**config.mk**
```make
export PLATFORM = sky130hd
export DESIGN_NAME = fetch_unit
export DESIGN_NICKNAME = d
export VERILOG_FILES = /design/src/rtl/fetch_unit.sv
export SDC_FILE = /design/constraint.sdc
export NUM_CORES = 1
export LEC_CHECK = 0
export CAP_MARGIN = 40
export CORE_MARGIN = 2
export CORE_UTILIZATION = 45
export DETAILED_ROUTE_END_ITERATION = 7
export GPL_TIMING_DRIVEN = 0
export PLACE_DENSITY = 0.79
export SLEW_MARGIN = 5
export SYNTH_ARGS = -nofsm -noshare
export SYNTH_HDL_FRONTEND = slang
export SYNTH_SLANG_ARGS = --single-unit
```
**constraint.sdc**
```tcl
create_clock -name clk -period 5.7 [get_ports clk]
set_input_delay 1.14 -clock clk [delete_from_list [all_inputs] [get_ports clk]]
set_output_delay 1.14 -clock clk [all_outputs]
set_load 0.02 [all_outputs]
```
**src/rtl/fetch_unit.sv**
```systemverilog
// fetch_unit -- instruction fetch stage.
//
// Owns the program counter, drives the byte address into a combinational,
// little-endian, byte-addressed instruction memory, and captures the
// returned word plus its PC into a small prefetch queue. The queue head is
// presented to decode over a valid/ready handshake. A redirect loads a new
// PC and flushes the queue.
//
// Optional feature macro: FETCH_ALIGN_CHECK_EN
//   defined   : a redirect to a non-word-aligned target flushes the queue,
//               parks the unit in FAULT (left only by rst), and latches
//               misalign_err / fault_pc.
//   undefined : redirect_pc[1:0] is forced to 2'b00 on load; misalign_err
//               and fault_pc are tied to 0.
//
// Ports
//   clk, rst        clock, synchronous active-high reset
//   im_addr         byte address to instruction memory (= fetch_pc)
//   im_inst         instruction word for im_addr, same cycle
//   redirect_valid  load redirect_pc and flush the queue
//   redirect_pc     redirect target byte address
//   out_valid       queue head valid toward decode
//   out_ready       decode accepts the head this cycle
//   out_inst        head instruction
//   out_pc          head PC
//   out_pc_plus4    out_pc + 4 (mod 2^32)
//   misalign_err    sticky alignment fault
//   fault_pc        offending redirect target

module fetch_unit #(
  parameter logic [31:0] RESET_PC    = 32'h0000_0000,
  parameter int          QUEUE_DEPTH = 2
) (
  input  logic        clk,
  input  logic        rst,
  output logic [31:0] im_addr,
  input  logic [31:0] im_inst,
  input  logic        redirect_valid,
  input  logic [31:0] redirect_pc,
  output logic        out_valid,
  input  logic        out_ready,
  output logic [31:0] out_inst,
  output logic [31:0] out_pc,
  output logic [31:0] out_pc_plus4,
  output logic        misalign_err,
  output logic [31:0] fault_pc
);

  localparam int          AW    = (QUEUE_DEPTH > 1) ? $clog2(QUEUE_DEPTH) : 1;
  localparam logic [AW:0] DEPTH = QUEUE_DEPTH[AW:0];

  typedef struct packed {
    logic [31:0] pc;
    logic [31:0] inst;
  } entry_t;

  typedef enum logic {RUN = 1'b0, FAULT = 1'b1} state_t;

  state_t        state, state_nxt;
  entry_t        q [QUEUE_DEPTH];
  logic [AW-1:0] rptr, wptr;
  logic [AW:0]   count;
  logic [31:0]   fetch_pc;

  logic          pop, push, redir, bad_align;
  logic [31:0]   target;
  entry_t        head;

`ifdef FETCH_ALIGN_CHECK_EN
  assign bad_align = redirect_valid && (redirect_pc[1:0] != 2'b00);
  assign target    = redirect_pc;
`else
  assign bad_align = 1'b0;
  assign target    = redirect_pc & 32'hFFFF_FFFC;
`endif

  // Redirects are only honoured while running; FAULT ignores them.
  assign redir = redirect_valid && (state == RUN);
  assign pop   = out_valid && out_ready;
  // A full queue can still accept a fetch when the head leaves this cycle.
  assign push  = (state == RUN) && !redirect_valid &&
                 ((count < DEPTH) || ((count == DEPTH) && pop));

  assign im_addr = fetch_pc;

  // ---- FSM: state register ----
  always_ff @(posedge clk) begin
    if (rst) state <= RUN;
    else     state <= state_nxt;
  end

  // ---- FSM: next state ----
  always_comb begin
    state_nxt = state;
    if (state == RUN && redir && bad_align) state_nxt = FAULT;
  end

  // ---- FSM: outputs ----
  always_comb begin
    head         = q[rptr];
    out_valid    = (count != '0) && (state == RUN);
    out_inst     = head.inst;
    out_pc       = head.pc;
    out_pc_plus4 = head.pc + 32'd4;
  end

  // ---- PC, queue storage, pointers, occupancy ----
  always_ff @(posedge clk) begin
    if (rst) begin
      fetch_pc <= RESET_PC;
      rptr     <= '0;
      wptr     <= '0;
      count    <= '0;
      for (int i = 0; i < QUEUE_DEPTH; i++) q[i] <= '0;
    end else if (redir) begin
      // Flush; a same-cycle pop was accepted by decode but is simply dropped.
      rptr  <= '0;
      wptr  <= '0;
      count <= '0;
      if (!bad_align) fetch_pc <= target;
    end else begin
      if (push) begin
        q[wptr]  <= '{pc: fetch_pc, inst: im_inst};
        wptr     <= wptr + 1'b1;
        fetch_pc <= fetch_pc + 32'd4;
      end
      if (pop) rptr <= rptr + 1'b1;
      case ({push, pop})
        2'b10:   count <= count + 1'b1;
        2'b01:   count <= count - 1'b1;
        default: count <= count;
      endcase
    end
  end

  // ---- sticky alignment fault ----
`ifdef FETCH_ALIGN_CHECK_EN
  always_ff @(posedge clk) begin
    if (rst) begin
      misalign_err <= 1'b0;
      fault_pc     <= '0;
    end else if (redir && bad_align) begin
      misalign_err <= 1'b1;
      fault_pc     <= redirect_pc;
    end
  end
`else
  assign misalign_err = 1'b0;
  assign fault_pc     = '0;
`endif

endmodule

```
==> results.json <==
{
  "status": "finished, violations left",
  "violations": "DRC",
  "fp.dieW_microns": 140.1,
  "yosysTopAreaCellShare_pct": 44.64,
  "setup_ws_ps": 419.6,
  "insertedDiodeCount": 0,
  "maxCapViolations": 0,
  "vias": 6149,
  "drive_above_1_share_pct": 15.51,
  "ant_nets": 0,
  "rsz0062_at_grt": "false",
  "p_leak_nw": 4.507,
  "grt_first_pass_wirelength_microns": 32720,
  "wl_met1_microns": 8991,
  "crit_path_end_kind": "output port",
  "wl_met2_microns": 10200,
  "drtIter0Drc": 344,
  "clock.fmax_ghz": 0.1894,
  "setup_tns_ps": 0,
  "top_layer": "met4",
  "placed_area_sq_um": 10720,
  "synth_commonest_cells": "edfxtp_1, and2_1, mux2_2",
  "yosysWarnings": 0,
  "cts_setup_buffers": 0,
  "via_per_inst": 5.032,
  "power.total_mw": 3.044,
  "h-tree-depth": 4,
  "worstPathRequired_ps": 4560,
  "avgSynthCellArea_sq_um": 11.36,
  "hold_viol": 0,
  "synth_most_common_cell": "edfxtp_1",
  "finClkSkew_ps": 9.826,
  "die_h_microns": 140.1,
  "grt_usage_pct": 21.48,
  "yosysSeqAreaShare_pct": 53.05,
  "wirelength_microns": 20830,
  "critPathMaxFanout": 19,
  "portBuffers": 187,
  "synth_edf_count": 124,
  "cts_root_buf": "clkbuf_16",
  "cts-resized-gates": 1,
  "dieArea_sq_um": 19640,
  "coreArea_sq_um": 18090,
  "peakVddDrop_uv": 214.0,
  "dp_hpwl_microns": 15510,
  "ys_types": 57,
  "clock-sinks": 159,
  "insertion_delay_ps": 420,
  "synth.area.top_cells": "edfxtp_1, and2_1, dfxtp_1",
  "globalplace.congestion": 0.8819,
  "slew_violations": 0,
  "period_needed_ps": 5280,
  "io_pins": 230,
  "cts_buffers": 17,
  "cts_tree": "yes",
  "dp_slack_ps": -11.45,
  "synth_area_sq_um": 8340,
  "overflow": 0,
  "yosys_register_bits": 159,
  "setup_viol": 0,
  "initial_core_util_pct": 46.12,
  "power_density_nw_per_um2": 269.0,
  "antenna_found_initial": 0,
  "wl_met3_microns": 1196,
  "fin_crit_sh_pct": 92.64,
  "cts_hold_buf": 0,
  "synthArstFlopShare_pct": 0,
  "post-route-cell-area_sq_um": 11310,
  "nets": 1051,
  "max_slew_margin_pct": 40.54,
  "clk_path_buf_depth": 2,
  "ys.flop_type": "edfxtp_1",
  "synthToLayoutAreaGrowth_pct": 35.66,
  "dr.pass1.iters": 8,
  "synth_area_leader_cell": "edfxtp_1",
  "route.detailed.drc": 16,
  "clk_pin_slew_ps": 60,
  "grt_max_degree": 34,
  "hold_class": "register to register",
  "grt_pass1_vias": 6139,
  "critPathLaunchType": "register",
  "rows": 49,
  "worst_pin_slew_ps": 884.5,
  "critPathKind": "register to output port",
  "syn_inst": 734,
  "wl_per_cell_microns": 17.05,
  "cp_data_arrival_time_ps": 4140
}
-- sequential cells by signal, indices dropped and copies added (netlist names), named ones only --
signal / cells
wptr: 1
rptr: 1
q: 124
count: 2
im_addr: 30
-- final timing paths --
kind,slack [ps],to,from,cells past startpoint
worst min register to register,500,wptr,wptr,2
worst max register to register,3150,q[1][20],count[0],6
worst min-delay path,500,wptr,wptr,2
worst max-delay path,420,out_pc_plus4[28],register,13
-- through the flow --
stage | hold WS, ps | std cells | utilization [%]
global placement | 470.4 | 1188 | 58.84
global route | 526.9 | 1222 | 62.56
CTS | 492.1 | 1222 | 62.56
detailed placement | 482.6 | 1191 | 59.29
finish | 498.3 | 1222 | 62.56
floorplan | 464.4 | 772 | -
-- cell usage in the layout, fill, tap and decap left out, types with 4 or more instances in the layout --
cell type,instances
o21ai_0,8
a21oi_1,27
nand4b_1,4
nor4_1,4
nand2_1,29
nor2b_1,8
nor3_1,12
clkbuf_16,17
and2_1,121
clkbuf_1,23
nor2_1,17
mux2_2,53
dfxtp_1,35
nand3_1,22
and3_1,7
mux2i_1,11
edfxtp_1,124
xor2_1,22
buf_2,7
buf_6,5
xnor2_1,34
a21o_1,4
nand4_1,15
buf_4,41
o21a_1,19
conb_1,39
clkdlybuf4s50_1,187
inv_1,34
-- per-layer routing --
metal | vias up | track usage (%)
met2 | 208 | 35.86
met5 | - | 0
met4 | 0 | 7.921
li1 | 2987 | -
met3 | 33 | 3.726
met1 | 2921 | 28.22
-- final cells by class --
cell class | count | area (sq um)
Fill cell | 1476 | 6771
Sequential cell | 159 | 4424
Multi-Input combinational cell | 502 | 3456
Timing Repair Buffer | 190 | 1939
Buffer | 76 | 490.5
Clock buffer | 21 | 460.4
Tap cell | 229 | 286.5
Clock inverter | 11 | 130.1
Inverter | 34 | 127.6
-- report_power, final --
| group | switching (mW) | internal, mW | total, mW |
|---|---|---|---|
| clock network | 0.463 | 0.673 | 1.14 |
| registers | 0.0496 | 1.32 | 1.37 |
| logic | 0.274 | 0.259 | 0.533 |
| total | 0.786 | 2.26 | 3.04 |
-- worst max-delay path, cell delays in order, from the launching register on --
cell,delay (ps)
dfxtp_1,410
buf_6,180
buf_6,170
buf_4,280
buf_2,330
mux2i_1,140
inv_1,90
ha_1,200
inv_1,60
a211oi_2,450
nand4_1,310
nor3_1,320
xor2_1,160
clkdlybuf4s50_1,620
-- cells by family after synthesis --
kind of cell | Yosys count | synth area share (%)
fa+ha+maj | 3 | 0.4501
simple gates | 262 | 18.39
flops | 159 | 53.05
buf+inv | 111 | 7.456
xor+xnor | 56 | 5.881
other cells | 1 | 0.04496
compound gates | 78 | 6.256
mux | 64 | 8.476
No activity file was read; power rests on OpenSTA's default activity.
